==> config.mk <==
export PLATFORM = sky130hd
export DESIGN_NAME = if_fetch_unit_flat
export DESIGN_NICKNAME = d
export VERILOG_FILES = /design/src/rtl/if_fetch_unit_if.sv /design/src/rtl/if_fetch_unit.sv /design/src/flat_wrapper.sv
export SDC_FILE = /design/constraint.sdc
export NUM_CORES = 1
export LEC_CHECK = 0
export CORE_MARGIN = 5
export CORE_UTILIZATION = 43
export CTS_BUF_LIST = sky130_fd_sc_hd__clkbuf_16
export CTS_CLUSTER_SIZE = 8
export DETAILED_ROUTE_END_ITERATION = 8
export GPL_TIMING_DRIVEN = 0
export PLACE_DENSITY = 0.76
export SYNTH_ARGS = -nofsm -noshare
export SYNTH_HDL_FRONTEND = slang
export SYNTH_SLANG_ARGS = --single-unit
==> constraint.sdc <==
create_clock -name CLK -period 1.6 [get_ports CLK]
set_input_delay 0.32 -clock CLK [delete_from_list [all_inputs] [get_ports CLK]]
set_output_delay 0.32 -clock CLK [all_outputs]
set_load 0.005 [all_outputs]
==> src/rtl/if_fetch_unit_if.sv <==
// Bundle of the fetch-stage control, instruction-memory and IF/ID output signals.
// Optional perf counters appear only when IF_FETCH_PERF_CNT_EN is defined.
interface if_fetch_unit_if #(
    parameter int WORD_LEN = 32
) ();
    logic                FREEZE;
    logic                BRANCH_TAKEN;
    logic [WORD_LEN-1:0] BRANCH_ADDR;
    // Memory handshake: IMEM_REQ/IMEM_ADDR are held stable from the cycle REQ
    // rises until the cycle IMEM_ACK=1 (ACK may coincide with REQ); the word
    // transfers on the posedge where both are high.
    logic                IMEM_REQ;
    logic [WORD_LEN-1:0] IMEM_ADDR;
    logic                IMEM_ACK;
    logic [WORD_LEN-1:0] IMEM_RDATA;
    logic                VALID_OUT;
    logic [WORD_LEN-1:0] PC_OUT;
    logic [WORD_LEN-1:0] INSTRUCTION_OUT;
    logic                dbg_state;
`ifdef IF_FETCH_PERF_CNT_EN
    logic [WORD_LEN-1:0] STALL_CYCLES;
    logic [WORD_LEN-1:0] REDIRECTS;

    modport master (
        input  FREEZE, BRANCH_TAKEN, BRANCH_ADDR, IMEM_ACK, IMEM_RDATA,
        output IMEM_REQ, IMEM_ADDR, VALID_OUT, PC_OUT, INSTRUCTION_OUT, dbg_state,
        output STALL_CYCLES, REDIRECTS
    );
    modport slave (
        output FREEZE, BRANCH_TAKEN, BRANCH_ADDR, IMEM_ACK, IMEM_RDATA,
        input  IMEM_REQ, IMEM_ADDR, VALID_OUT, PC_OUT, INSTRUCTION_OUT, dbg_state,
        input  STALL_CYCLES, REDIRECTS
    );
`else
    modport master (
        input  FREEZE, BRANCH_TAKEN, BRANCH_ADDR, IMEM_ACK, IMEM_RDATA,
        output IMEM_REQ, IMEM_ADDR, VALID_OUT, PC_OUT, INSTRUCTION_OUT, dbg_state
    );
    modport slave (
        output FREEZE, BRANCH_TAKEN, BRANCH_ADDR, IMEM_ACK, IMEM_RDATA,
        input  IMEM_REQ, IMEM_ADDR, VALID_OUT, PC_OUT, INSTRUCTION_OUT, dbg_state
    );
`endif
endinterface

==> src/rtl/if_fetch_unit.sv <==
// Instruction-fetch stage: PC, req/ack memory fetch, single-entry output buffer.
// Optional stall/redirect counters are enabled by defining IF_FETCH_PERF_CNT_EN.
module if_fetch_unit #(
    parameter int                  WORD_LEN     = 32,
    parameter logic [WORD_LEN-1:0] RESET_VECTOR = '0
) (
    input  logic             CLK,
    input  logic             RESET,
    if_fetch_unit_if.master  bus
);
    typedef enum logic {S_FETCH, S_DRAIN} state_e;

    state_e              state_q, state_d;
    logic [WORD_LEN-1:0] pc_q, pc_d;
    logic [WORD_LEN-1:0] drain_addr_q, drain_addr_d;
    logic                valid_q, valid_d;
    logic [WORD_LEN-1:0] pc_out_q, pc_out_d;
    logic [WORD_LEN-1:0] instr_q, instr_d;
    logic                imem_req;
    logic [WORD_LEN-1:0] imem_addr;
    logic [WORD_LEN-1:0] pc_plus4;
    logic                consume;
    logic                fill;

    assign pc_plus4 = pc_q + WORD_LEN'(4);
    assign consume  = valid_q & ~bus.FREEZE;

    // A new request is only raised when the buffer will be free on the ACK edge.
    always_comb begin
        imem_req  = 1'b0;
        imem_addr = pc_q;
        if (!RESET) begin
            case (state_q)
                S_FETCH: imem_req = ~valid_q | ~bus.FREEZE;
                S_DRAIN: begin
                    imem_req  = 1'b1;
                    imem_addr = drain_addr_q;
                end
                default: imem_req = 1'b0;
            endcase
        end
    end

    assign fill = (state_q == S_FETCH) & imem_req & bus.IMEM_ACK;

    always_comb begin
        state_d      = state_q;
        pc_d         = pc_q;
        drain_addr_d = drain_addr_q;
        valid_d      = valid_q;
        pc_out_d     = pc_out_q;
        instr_d      = instr_q;
        if (bus.BRANCH_TAKEN) begin
            valid_d  = 1'b0;
            pc_out_d = '0;
            instr_d  = '0;
            pc_d     = bus.BRANCH_ADDR;
            // An unacknowledged request must still complete; its data is thrown away.
            if (imem_req && !bus.IMEM_ACK) begin
                state_d      = S_DRAIN;
                drain_addr_d = imem_addr;
            end else if (imem_req && bus.IMEM_ACK) begin
                state_d = S_FETCH;
            end
        end else begin
            if (fill) begin
                valid_d  = 1'b1;
                pc_out_d = pc_plus4;
                instr_d  = bus.IMEM_RDATA;
                pc_d     = pc_plus4;
            end else if (consume) begin
                valid_d  = 1'b0;
                pc_out_d = '0;
                instr_d  = '0;
            end
            if (state_q == S_DRAIN && bus.IMEM_ACK) begin
                state_d = S_FETCH;
            end
        end
    end

    always_ff @(posedge CLK) begin
        if (RESET) begin
            state_q      <= S_FETCH;
            pc_q         <= RESET_VECTOR;
            drain_addr_q <= '0;
            valid_q      <= 1'b0;
            pc_out_q     <= '0;
            instr_q      <= '0;
        end else begin
            state_q      <= state_d;
            pc_q         <= pc_d;
            drain_addr_q <= drain_addr_d;
            valid_q      <= valid_d;
            pc_out_q     <= pc_out_d;
            instr_q      <= instr_d;
        end
    end

    assign bus.IMEM_REQ        = imem_req;
    assign bus.IMEM_ADDR       = imem_addr;
    assign bus.VALID_OUT       = valid_q;
    assign bus.PC_OUT          = pc_out_q;
    assign bus.INSTRUCTION_OUT = instr_q;
    assign bus.dbg_state       = (state_q == S_DRAIN);

`ifdef IF_FETCH_PERF_CNT_EN
    logic [WORD_LEN-1:0] stall_q, stall_d;
    logic [WORD_LEN-1:0] redir_q, redir_d;

    // Both counters stick at all-ones rather than wrapping.
    always_comb begin
        stall_d = stall_q;
        redir_d = redir_q;
        if (imem_req && !bus.IMEM_ACK && !(&stall_q)) stall_d = stall_q + WORD_LEN'(1);
        if (bus.BRANCH_TAKEN && !(&redir_q))          redir_d = redir_q + WORD_LEN'(1);
    end

    always_ff @(posedge CLK) begin
        if (RESET) begin
            stall_q <= '0;
            redir_q <= '0;
        end else begin
            stall_q <= stall_d;
            redir_q <= redir_d;
        end
    end

    assign bus.STALL_CYCLES = stall_q;
    assign bus.REDIRECTS    = redir_q;
`endif
endmodule

==> src/flat_wrapper.sv <==
// flat-port wrapper written by rule: the top's interface ports become plain ports
module if_fetch_unit_flat 
#(
    parameter int                  WORD_LEN     = 32,
    parameter logic [WORD_LEN-1:0] RESET_VECTOR = '0
)
  (CLK, RESET, bus_FREEZE, bus_BRANCH_TAKEN, bus_BRANCH_ADDR, bus_IMEM_ACK, bus_IMEM_RDATA, bus_IMEM_REQ, bus_IMEM_ADDR, bus_VALID_OUT, bus_PC_OUT, bus_INSTRUCTION_OUT, bus_dbg_state);
  if_fetch_unit_if #(.WORD_LEN(WORD_LEN)) bus_i ();
  input  logic CLK;
  input  logic RESET;
  input wire logic [$bits(bus_i.FREEZE)-1:0] bus_FREEZE;
  input wire logic [$bits(bus_i.BRANCH_TAKEN)-1:0] bus_BRANCH_TAKEN;
  input wire logic [$bits(bus_i.BRANCH_ADDR)-1:0] bus_BRANCH_ADDR;
  input wire logic [$bits(bus_i.IMEM_ACK)-1:0] bus_IMEM_ACK;
  input wire logic [$bits(bus_i.IMEM_RDATA)-1:0] bus_IMEM_RDATA;
  output wire logic [$bits(bus_i.IMEM_REQ)-1:0] bus_IMEM_REQ;
  output wire logic [$bits(bus_i.IMEM_ADDR)-1:0] bus_IMEM_ADDR;
  output wire logic [$bits(bus_i.VALID_OUT)-1:0] bus_VALID_OUT;
  output wire logic [$bits(bus_i.PC_OUT)-1:0] bus_PC_OUT;
  output wire logic [$bits(bus_i.INSTRUCTION_OUT)-1:0] bus_INSTRUCTION_OUT;
  output wire logic [$bits(bus_i.dbg_state)-1:0] bus_dbg_state;
  assign bus_i.FREEZE = bus_FREEZE;
  assign bus_i.BRANCH_TAKEN = bus_BRANCH_TAKEN;
  assign bus_i.BRANCH_ADDR = bus_BRANCH_ADDR;
  assign bus_i.IMEM_ACK = bus_IMEM_ACK;
  assign bus_i.IMEM_RDATA = bus_IMEM_RDATA;
  assign bus_IMEM_REQ = bus_i.IMEM_REQ;
  assign bus_IMEM_ADDR = bus_i.IMEM_ADDR;
  assign bus_VALID_OUT = bus_i.VALID_OUT;
  assign bus_PC_OUT = bus_i.PC_OUT;
  assign bus_INSTRUCTION_OUT = bus_i.INSTRUCTION_OUT;
  assign bus_dbg_state = bus_i.dbg_state;
  if_fetch_unit #(.WORD_LEN(WORD_LEN), .RESET_VECTOR(RESET_VECTOR)) u_core (.CLK(CLK), .RESET(RESET), .bus(bus_i));
endmodule
==> impl_metrics.tcl, run 1 <==
set metrics [dict create \
    vias_per_cell 6.214 \
    critPathCaptureType "output port" \
    p_leak_nw 5.090 \
    die_x_um 126.4 \
    cts_tree "yes" \
    cap_violations 0 \
    h-tree-depth 4 \
    drive_gt1_frac 0.4497 \
    clk_pin_slew_ns 0.06 \
    required_ns 1.28 \
    finalSetupViolations 157 \
    insertion_delay_ns 0.44 \
    relSlewSlack 0.4329 \
    slew_violations 0 \
    grt_max_degree 17 \
    grt-ovfl-total 0 \
    post-route-util 0.8332 \
    detail_route.first_pass.iterations 7 \
    design.core.area_mm2 0.01330 \
    status "finished with violations" \
    die_area_mm2 0.01599 \
    setup_ws_ns -0.4479 \
    grt_pass1_vias 6398 \
    dpl.cell_count 983 \
    start_kind "flop" \
    clockBufferDepth 2 \
    place_congestion 0.9220 \
    violations "setup timing" \
    n_antenna_cell 0 \
    pre_cts_slack_ns -0.9778 \
    cts_sinks 130 \
    peakVddDrop_uv 975.9 \
    place_hpwl_mm 14.42 \
    async_reset_ff_frac 0 \
    timing.setup.tns_ns -28.26 \
    hold_buffers 0 \
    syn_nets 711 \
    crit_buf_inv 4 \
    hold_class "in -> reg" \
    grt_usage 0.2795 \
    port_buffers 166 \
    path_class "reg -> out" \
    holdWs_ns 0.4100 \
    nets 1022 \
    syn_area_mm2 0.005831 \
    drtIter0Drc 799 \
    hold_violations 0 \
    vias 7090 \
    ys_warn_count 0 \
    path_max_fanout 6 \
    area_growth_pct 90.00 \
    finalCritPeriodShare 1.280 \
    cp_top_family "buffers and inverters" \
    final-instance-count-excl-fill 1141 \
    yosysSeqAreaShare 0.4464 \
    cts_made_buffers 17 \
    cp_slowest_cell "dfxtp_4" \
    fin_worst_skew_ns 0.009768 \
    placed_area_mm2 0.007761 \
    p_per_area_mw_per_mm2 842.4 \
    synth-edff-count 0 \
    synth_cells 641 \
    grt_pass1_wl_mm 35.48 \
    avgSynthCellArea_um2 9.096 \
    ys_seq_elements 130 \
    fmax_mhz 488.3 \
    avgRoutedWirePerCell_um 26.32 \
    synth_cell_types 46 \
    drc 0 \
    slowest_delay_ns 0.36 \
    rows 42 \
    ant_nets 0 \
    worst_pin_slew_ns 0.8506 \
    period_minus_slack_ns 2.048 \
    antenna_found_initial 0 \
    initial_core_util 0.4385 \
    rsz0062_at_grt "true" \
    crit_chain "nand2b_4 > buf_8 > buf_8 > buf_6 > mux2_4 > buf_6" \
    ys.flop_type "dfxtp_1" \
    die_height_um 126.4 \
    cts_root_buf "clkbuf_16" \
    final_cell_area_mm2 0.01108 \
    pin_count 168 \
    critPathArrivalTime_ns 1.73 \
    power_mw 9.332 \
    wl_mm 30.04 \
]
## report_power, final
group | total, mW | leakage, nW | internal (mW) | switching [mW]
clock network | 4.21 | 0.294 | 2.59 | 1.62
logic | 1.61 | 3.72 | 0.886 | 0.719
registers | 3.51 | 1.07 | 3.36 | 0.158
## cell usage after synthesis (all sizes together), types with 2 or more instances
| master | instances | area [µm²] |
|---|---|---|
| or3 | 2 | 12.51 |
| inv | 2 | 7.510 |
| nand2b | 35 | 219.0 |
| a22o | 40 | 350.3 |
| mux2 | 32 | 360.4 |
| a311oi | 3 | 26.28 |
| xor2 | 25 | 219.0 |
| o22ai | 2 | 12.51 |
| and3 | 7 | 43.79 |
| nand3 | 22 | 110.1 |
| xnor2 | 24 | 210.2 |
| a211oi | 18 | 145.1 |
| nor2 | 37 | 138.9 |
| nor3 | 11 | 55.05 |
| nand4 | 16 | 121.4 |
| and4 | 9 | 80.08 |
| nor4 | 8 | 83.83 |
| o21ai | 27 | 135.1 |
| dfxtp | 130 | 2603 |
| nand2 | 77 | 289.0 |
| a21oi | 43 | 215.2 |
| clkbuf | 29 | 110.1 |
| mux2i | 2 | 20.02 |
| and2 | 3 | 18.77 |
| buf | 27 | 156.4 |
## worst register-to-register path, cell delays in order (launching register included)
cell	delay (ns)
dfxtp_4	0.35
buf_4	0.13
buf_6	0.11
and2b_4	0.33
nand2_8	0.08
buf_4	0.15
buf_4	0.13
nor4_4	0.21
xnor2_1	0.16
a211oi_2	0.09
## state kept, by name, indices dropped and copies added, names as in the netlist
register	count
u_core.drain_addr_q	32
u_core.bus.dbg_state	1
u_core.bus.PC_OUT	32
u_core.pc_q	32
u_core.bus.INSTRUCTION_OUT	32
u_core.bus.VALID_OUT	1
## cells by family (layout without fill, tap and decap cells)
kind of cell / after synthesis / in the layout / synth area share
xor gates and xnor gates: 49 / 49 / 0.07360
AOI/OAI and AO/OA: 137 / 139 / 0.1582
muxes: 34 / 34 / 0.06524
buffers and inverters: 59 / 381 / 0.04764
adders and majority gates: 1 / 1 / 0.002146
and+or+nand+nor: 231 / 231 / 0.2069
DFF: 130 / 130 / 0.4464
## final timing paths
| check | from | end | slack [ns] | depth (start not counted) |
|---|---|---|---|---|
| setup / recovery | u_core.bus.dbg_state | bus_IMEM_ADDR[20] | -0.45 | 6 |
| hold / removal | RESET | u_core.pc_q[30] | 0.41 | 3 |
| hold reg to reg | u_core.bus.PC_OUT[27] | u_core.bus.PC_OUT[27] | 0.45 | 2 |
| setup reg to reg | u_core.bus.dbg_state | u_core.pc_q[29] | -0.30 | 9 |
## layer usage
| metal | track usage | vias up | wire length (µm) |
|---|---|---|---|
| met5 | 0 | - | 0 |
| met4 | 0.1249 | 0 | 1883 |
| met3 | 0.05759 | 199 | 3217 |
| met2 | 0.4636 | 625 | 14180 |
| met1 | 0.3507 | 3381 | 10750 |
| li1 | - | 2885 | - |
## placed cells by master (no fill, tap or decap), drive strengths merged, types with 4 or more instances in the layout
cell	count
and3	7
nand3	22
xor2	25
dfxtp	130
dlymetal6s2s	35
nand4	16
mux2	32
nand2	77
o21ai	27
dlygate4sd2	22
bufinv	4
xnor2	24
nor3	11
a21oi	43
a211oi	18
clkbuf	38
nor4	8
a22o	40
nor2	37
nand2b	35
buf	193
clkdlybuf4s50	75
clkinv	8
and4	9
## final cells by class
| cell class | count | area (µm²) |
|---|---|---|
| repair buffers | 297 | 3114 |
| clock inverters | 15 | 191.4 |
| clock buffers | 17 | 425.4 |
| well taps | 176 | 220.2 |
| inverters | 3 | 13.76 |
| plain buffers | 49 | 525.5 |
| multi-input cells | 454 | 3915 |
| fillers | 608 | 2217 |
| flip-flops and latches | 130 | 2673 |
## repair_timing
item                                    CTS  global route
pin swaps                                57            88
buffers inserted                         68            54
resized for setup                       377           284
endpoints found under the setup margin  180           194
gates cloned                              3            13
endpoints found under the hold margin     0             0
Power figures use the tool's default switching activity.
==> inputs of run 2 (changes only) <==
CORE_UTILIZATION = 48   (was 43)
PLACE_DENSITY = 0.81   (was 0.76)
clock period = 2.25 ns   (was 1.6 ns; I/O delays follow)
==> run 2 against run 1 <==
  * Power shrank 34%
  * Via count shrank 20%
  * First-iteration DRC count shrank 53%
  * The flow now finishes without violations
  * Clock skew grew 0.0023 ns
  * Register-to-register slack gained 0.33 ns
  * Critical path depth grew 2
  * Cell count shrank 12%
  * Core utilization shrank 12 points
==> impl_metrics.tcl, run 2 (synthesis results as in run 1) <==
set metrics [dict create \
    dr_wl_met2_mm 9.366 \
    avgRoutedWirePerCell_um 19.22 \
    nets 909 \
    period_minus_slack_ns 2.215 \
    path_class "reg -> reg" \
    layout.area.seq_mm2 0.002608 \
    fin_worst_skew_ns 0.01204 \
    cap_violations 0 \
    finalCritPeriodShare 0.9845 \
    critPathCaptureType "flop" \
    die_x_um 120.2 \
    pre_cts_slack_ns -0.5567 \
    design.core.area_mm2 0.01196 \
    clk_pin_slew_ns 0.06 \
    port_buffers 166 \
    wl_met1_mm 7.763 \
    clockBufferDepth 2 \
    place_hpwl_mm 14.09 \
    final_cell_area_mm2 0.008483 \
    highest_layer "met4" \
    grt_max_degree 17 \
    grt_pass1_vias 5718 \
    path_max_fanout 10 \
    final-instance-count-excl-fill 999 \
    place_congestion 0.9431 \
    p_per_area_mw_per_mm2 723.0 \
    required_ns 2.53 \
    grt_pass1_wl_mm 29.90 \
    timing.setup.tns_ns 0 \
    placed_area_mm2 0.007676 \
    detail_route.first_pass.iterations 7 \
    pin_count 168 \
    rows 40 \
    peakVddDrop_uv 456.2 \
    drc 0 \
    worst_pin_slew_ns 0.7547 \
    vias_per_cell 5.663 \
    status "complete, no violations" \
    p_leak_nw 3.265 \
    wl_met3_mm 1.496 \
    hold_class "reg -> reg" \
    cts_sinks 130 \
    grt_usage 0.2617 \
    slew_violations 0 \
    start_kind "flop" \
    hold_violations 0 \
    area_growth_pct 45.49 \
    die_height_um 120.2 \
    relSlewSlack 0.4968 \
    n_antenna_cell 0 \
    multi_input_area_mm2 0.003014 \
    vias 5657 \
    mostFrequentLayoutCell "clkdlybuf4s50_1" \
    grt-ovfl-total 0 \
    post-route-util 0.7092 \
    die_area_mm2 0.01445 \
    critPathArrivalTime_ns 2.50 \
    h-tree-depth 4 \
    wl_mm 19.20 \
    cts_root_buf "clkbuf_16" \
    dpl.cell_count 954 \
    drtIter0Drc 374 \
    cts_tree "yes" \
    cts_made_buffers 17 \
    setup_ws_ns 0.03479 \
    finalSetupViolations 0 \
    insertion_delay_ns 0.42 \
    fmax_mhz 451.4 \
    drive_gt1_frac 0.1502 \
    ant_nets 0 \
    nFillCells 932 \
    initial_core_util 0.4874 \
    antenna_found_initial 0 \
    most-common-layout-cells "clkdlybuf4s50_1, dfxtp_1, nand2_1" \
]
-- run 2: cell types whose count changed in the layout (fill, tap and decap cells not counted), moves of 20 or more --
cell and change:
buf_6 -96, clkdlybuf4s50_1 +58, buf_4 -52, dlymetal6s2s_1 -34, mux2_2 +29, mux2_4 -29, dfxtp_1 +28, o21ai_0 +23
a21oi_1 +20, o21ai_1 -20
-- run 2: cell type report --
cell class / count / area share
multi-input cells: 452 / 0.3553
flip-flops and latches: 130 / 0.3074
repair buffers: 182 / 0.2063
clock buffers: 17 / 0.05015
plain buffers: 53 / 0.03437
clock inverters: 15 / 0.02345
well taps: 147 / 0.02168
inverters: 3 / 0.001327
-- run 2: path summary, 6_finish.rpt --
check                                           from  slack [ns]  cells after the start                     to
worst max-delay path                  u_core.pc_q[3]        0.03                      8  u_core.bus.PC_OUT[30]
worst min-delay path            u_core.bus.PC_OUT[8]        0.45                      2   u_core.bus.PC_OUT[8]
worst max register to register        u_core.pc_q[3]        0.03                      8  u_core.bus.PC_OUT[30]
worst min register to register  u_core.bus.PC_OUT[8]        0.45                      2   u_core.bus.PC_OUT[8]
-- run 2: metal layers --
metal  up-vias  global-route usage
met2       264              0.4341
met1      2684              0.3273
met5         -                   0
li1       2658                   -
met3        51             0.05613
met4         0              0.1183
-- run 2: stage by stage --
step | total power, mW | hold WS (ns)
detailed placement | 3.203 | 0.4447
CTS | 6.104 | 0.4533
global placement | 3.184 | 0.4329
finish | 6.133 | 0.4514
global route | 6.284 | 0.4787
floorplan | 2.804 | 0.4388
-- run 2: power breakdown --
group	internal, mW	total [mW]	leakage (nW)	switching (mW)
registers	2.39	2.47	1.06	0.0852
logic	0.371	0.699	1.89	0.327
clock network	1.94	2.96	0.313	1.03
-- run 2: timing repair --
action,in CTS,in global routing
gates resized for setup,53,19
hold endpoints to repair,0,0
setup buffers,11,5
pin swaps,1,1
hold buffers,0,0
setup endpoints to repair,64,57
-- run 2: critical path, cell delays in order, from the launching register on --
cell     delay (ns)
dfxtp_1        0.45
ha_2           0.27
and3_2         0.27
and4_1         0.24
buf_4          0.17
buf_6          0.16
nand4_1        0.10
xor2_1         0.28
o21ai_0        0.12
==> inputs of run 3 (changes only) <==
--- a/config.mk
+++ b/config.mk
@@ -7,2 +7,3 @@
 export LEC_CHECK = 0
+export CAP_MARGIN = 20
 export CORE_MARGIN = 5
--- a/constraint.sdc
+++ b/constraint.sdc
@@ -3,2 +3,2 @@
 set_output_delay 0.45 -clock CLK [all_outputs]
-set_load 0.005 [all_outputs]
+set_load 0.05 [all_outputs]
==> run 3 against run 2 <==
  * Register-to-register slack barely moved
  * Wire length fell by 0.97%
  * Sequential power about the same
  * Global-route usage is 0.097 points lower
  * Cell count shrank 1.4%
  * Via count decreased by 1.1%
  * Die area is the same
  * Setup slack better by 0.00094 ns
  * Critical endpoint is now bus_IMEM_ADDR[28]
  * Largest cell class unchanged
  * Largest power group unchanged
==> impl_metrics.tcl, run 3 (synthesis results as in run 1) <==
set metrics [dict create \
    rows 40 \
    cts_made_buffers 17 \
    slew_violations 0 \
    hold_buffers 0 \
    mostFrequentLayoutCell "clkdlybuf4s50_1" \
    post-route-util 0.6862 \
    cts_tree "yes" \
    cts_sinks 130 \
    path_max_fanout 10 \
    startpoint "u_core.bus.dbg_state" \
    design.core.area_mm2 0.01196 \
    slowest_delay_ns 0.37 \
    drtIter0Drc 360 \
    comb_power_share 0.145 \
    grt_use_met1 0.3280 \
    place_congestion 0.9431 \
    worst_pin_slew_ns 0.7814 \
    critPathCaptureType "output port" \
    crit_chain "nand2b_2 > buf_4 > mux2_2 > buf_2" \
    hp-start "u_core.bus.PC_OUT[8]" \
    ant_nets 0 \
    grt-ovfl-total 0 \
    finalCritPeriodShare 0.9841 \
    detail_route.first_pass.iterations 7 \
    drive_gt1_frac 0.1730 \
    port_buffers 166 \
    initial_core_util 0.4874 \
    most-common-layout-cells "clkdlybuf4s50_1, dfxtp_1, nand2_1" \
    die_area_mm2 0.01445 \
    cp_top_family "buffers and inverters" \
    area_growth_pct 40.77 \
    use_met3 0.05706 \
    hold_class "reg -> reg" \
    nets 895 \
    die_x_um 120.2 \
    relSlewSlack 0.4791 \
    n_antenna_cell 0 \
    p_sw_frac 0.2642 \
    required_ns 1.80 \
    vias_per_cell 5.677 \
    fmax_mhz 451.6 \
    power.switching_mw 1.677 \
    period_minus_slack_ns 2.214 \
    p_leak_nw 3.087 \
    place_hpwl_mm 14.09 \
    p_seq_frac 0.390 \
    cap_violations 0 \
    insertion_delay_ns 0.42 \
    power.internal_mw 4.670 \
    critPathArrivalTime_ns 1.76 \
    fin_worst_skew_ns 0.005243 \
    peakVddDrop_uv 470.5 \
    grt_pass1_wl_mm 29.75 \
    path_class "reg -> out" \
    p_per_area_mw_per_mm2 773.4 \
    grt_pass1_vias 5646 \
    grt-busiest-layer "met2" \
    pin_count 168 \
    clock_power_share 0.465 \
    die_height_um 120.2 \
    status "complete, no violations" \
    clockBufferDepth 2 \
    h-tree-depth 4 \
    cts_root_buf "clkbuf_16" \
    grt_usage 0.2607 \
    drc 0 \
    timing.setup.tns_ns 0 \
    grt_max_degree 17 \
    clk_pin_slew_ns 0.06 \
    vias 5592 \
    crit_buf_inv 2 \
    nFillCells 968 \
    wl_mm 19.02 \
    rsz0062_at_grt "true" \
    hold_violations 0 \
    antenna_found_initial 0 \
    start_kind "flop" \
    timing.rr.start "u_core.pc_q[3]" \
    cp_slowest_cell "mux2_2" \
    avgRoutedWirePerCell_um 19.30 \
    use_met2 0.4296 \
    finalSetupViolations 0 \
]
==> run 3: layout make-up <==
type	instances	area, µm²	area share
clock buffer	17	425.4	0.05183
multi-input combinational	452	2988	0.3640
tap	147	183.9	0.02241
clock inverter	15	198.9	0.02424
sequential	130	2605	0.3174
timing repair buffer	167	1523	0.1855
buffer	54	272.8	0.03323
inverter	3	11.26	0.001372
==> run 3: final timing paths <==
| path | end | slack (ns) | cells past startpoint |
|---|---|---|---|
| setup / recovery | bus_IMEM_ADDR[28] | 0.04 | 4 |
| hold / removal | u_core.bus.PC_OUT[8] | 0.45 | 2 |
| hold reg to reg | u_core.bus.PC_OUT[8] | 0.45 | 2 |
| setup reg to reg | u_core.bus.PC_OUT[30] | 0.04 | 8 |
==> run 3: repair_timing <==
item | 4_1_cts | 5_1_grt
endpoints found under the hold margin | 0 | 0
buffers inserted | 0 | 1
pin swaps | 0 | 1
resized for setup | 169 | 12
endpoints found under the setup margin | 64 | 77
==> run 3: worst reg2reg max path: cells and delay by family, from the launching register on <==
kind / cells / cell delay (ns)
and+or+nand+nor: 3 / 0.62
DFF: 1 / 0.46
buffers and inverters: 2 / 0.33
adders and majority gates: 1 / 0.28
xor gates and xnor gates: 1 / 0.27
AOI/OAI and AO/OA: 1 / 0.11
==> run 3: metal layers <==
metal,vias up,part of all wire
met3,43,0.074
met5,-,0
met2,259,0.49
met4,0,0.029
li1,2639,-
met1,2651,0.41
==> run 3: power by group through the flow <==
stage	clock [mW]	combinational, mW	sequential [mW]
after global routing	3.06	0.970	2.48
after floorplan	0	0.457	2.60
final	2.95	0.922	2.47
after detailed placement	0	0.940	2.51
after global placement	0	0.926	2.51
after CTS	2.95	0.916	2.47
==> run 3: through the flow <==
stage | setup slack [ns] | hold WS, ns | total power, mW | area (µm²) | cells
finish | 0.03572 | 0.4518 | 6.348 | 8208 | 985
global route | -0.02258 | 0.4787 | 6.507 | 8208 | 985
CTS | 0.007587 | 0.4533 | 6.336 | 8183 | 984
detailed placement | -0.8062 | 0.4447 | 3.455 | 7676 | 954
global placement | -0.7020 | 0.4329 | 3.436 | 7676 | 954
floorplan | 0.1224 | 0.4476 | 3.059 | 5831 | 641
==> patch: new RTL, config.mk and constraints of run 2 <==
`WORD_LEN` is set to 32 in 3 places; all go to 64.
--- a/src/rtl/if_fetch_unit_if.sv
+++ b/src/rtl/if_fetch_unit_if.sv
@@ -3,3 +3,3 @@
 interface if_fetch_unit_if #(
-    parameter int WORD_LEN = 32
+    parameter int WORD_LEN = 64
 ) ();
--- a/src/rtl/if_fetch_unit.sv
+++ b/src/rtl/if_fetch_unit.sv
@@ -3,3 +3,3 @@
 module if_fetch_unit #(
-    parameter int                  WORD_LEN     = 32,
+    parameter int                  WORD_LEN     = 64,
     parameter logic [WORD_LEN-1:0] RESET_VECTOR = '0
--- a/src/flat_wrapper.sv
+++ b/src/flat_wrapper.sv
@@ -3,3 +3,3 @@
 #(
-    parameter int                  WORD_LEN     = 32,
+    parameter int                  WORD_LEN     = 64,
     parameter logic [WORD_LEN-1:0] RESET_VECTOR = '0
Interface: changed (5 resized); port bits go from 168 to 328. No check against the original RTL was run, so the function may have changed too.
==> patch against run 2 <==
The flow now finishes with violations (negative setup slack). First-iteration DRC count increased to 4.2 times the old value. Combinational power increased by 130%. Setup slack got worse by 320 ps. Design area increased by 120%. Largest power group unchanged. Total power increased by 91%. Critical path type is now in -> reg. Synthesized area increased by 99%. Synthesized cell count increased by 100%. Sequential power increased by 99%. Register-to-register slack got worse by 250 ps. Sequential cell count increased by 128. Routed wire length increased to 2.6 times the old value.
==> patch: results (changes against run 2) <==
[metrics] number of antenna violations at the first check in global routing: 3 (was 0)
[metrics] via count of the first global-routing pass: 12082 (was 5718)
[metrics] routed length on met1: 18300 um (was 7760 um)
[metrics] M3 GR Usage: 8.64% (was 5.61%)
[metrics] routed wire length on met2: 23100 um (was 9370 um)
[metrics] DPL Wire Length: 33500 um (was 14100 um)
[metrics] pin count of the biggest net entering global routing: 20 (was 17)
[metrics] Worst Hold Margin: 455 ps (was 451 ps)
[metrics] area post-placement: 15300 um^2 (was 7680 um^2)
[metrics] weighted congestion at the end of routability-driven global placement: 1.00 (was 0.943)
[metrics] setup ws final: -282 ps (was 34.8 ps)
[metrics] terminating pin of the worst hold path: u_core.bus.PC_OUT[57]$_SDFFE_PP0P_ (was u_core.bus.PC_OUT[8]$_SDFFE_PP0P_)
[metrics] violations in the final reports: negative setup slack
[metrics] Post-Route WL: 50100 um (was 19200 um)
[metrics] Synth Net Count: 1415 (was 711)
[metrics] routed via count divided by cell count: 5.97 (was 5.66)
[metrics] flop2flop setup slack: -220 ps (was 30 ps)
[metrics] layout cells sized above 1: 25.7% (was 15.0%)
[metrics] most common library cells after synthesis: 258 x dfxtp_1, 143 x nor2_1, 131 x nand2_1 (was 130 x dfxtp_1, 77 x nand2_1, 43 x a21oi_1)
[metrics] Clock Tree Buf Depth: 3 (was 2)
[metrics] total global-route track usage: 33.9% (was 26.2%)
[metrics] top cells by area in the synthesized netlist: dfxtp_1 45%, mux2i_1 6.6%, mux2_2 5.7% (was dfxtp_1 45%, mux2_2 6.2%, a22o_1 6.0%)
[metrics] met1 capacity usage during global routing: 40.0% (was 32.7%)
[metrics] Compound-Gate Fraction of Synth Area: 11.9% (was 15.8%)
[metrics] iteration count of the initial detailed-routing pass: 6 (was 7)
[metrics] status: finished with violations (was finished clean)
[metrics] comb pwr: 1.63 mW (was 0.699 mW)
[metrics] Crit-path slowest cell: or4_4 (was dfxtp_1)
[metrics] number of buffers inserted during clock tree synthesis: 38 (was 17)
[metrics] Setup-failing EPs final: 100 (was 0)
[metrics] filler cell count in the final layout: 1555 (was 932)
[metrics] drt initial violations: 1580 (was 374)
[metrics] register area: 5220 um^2 (was 2610 um^2)
[metrics] post-route setup TNS: -11250 ps (was 0 ps)
[metrics] adder-cell area share of the yosys netlist: 0.108% (was 0.215%)
[metrics] pin slew with the least headroom to its limit: 985 ps (was 755 ps)
[metrics] wire length of the first global-routing pass: 70900 um (was 29900 um)
[metrics] Hold Crit Start: u_core.bus.PC_OUT[57]$_SDFFE_PP0P_ (was u_core.bus.PC_OUT[8]$_SDFFE_PP0P_)
[metrics] count of non-filler cells in the finished layout: 2066 (was 999)
[metrics] Worst path max stage delay: 580 ps (was 450 ps)
==> patch: how the worst max path moves through the flow <==
stage / end / slack (ps) / depth (start not counted) / start
5_1_grt: bus_IMEM_ADDR[41] / -250 / 7 / u_core.bus.dbg_state$_SDFFE_PP0P_
6_report: u_core.pc_q[54]$_SDFFE_PP0P_ / -280 / 6 / bus_IMEM_ACK
3_3_place_gp: bus_IMEM_ADDR[4] / -1340 / 6 / RESET
4_1_cts: bus_IMEM_ADDR[0] / -220 / 6 / u_core.bus.dbg_state$_SDFFE_PP0P_
2_1_floorplan: u_core.pc_q[38]$_SDFFE_PP0P_ / 3 / 7 / u_core.pc_q[26]$_SDFFE_PP0P_
3_5_place_dp: bus_IMEM_ADDR[4] / -1350 / 6 / RESET
==> patch: area by class of cell <==
cell class                 count  area share [%]
buffer                        89            3.50
multi-input combinational    901            36.4
inverter                       8           0.231
timing repair buffer         446            23.7
clock buffer                  41            5.57
sequential                   258            28.3
tap                          319            2.17
antenna                        3          0.0408
clock inverter                 1          0.0476
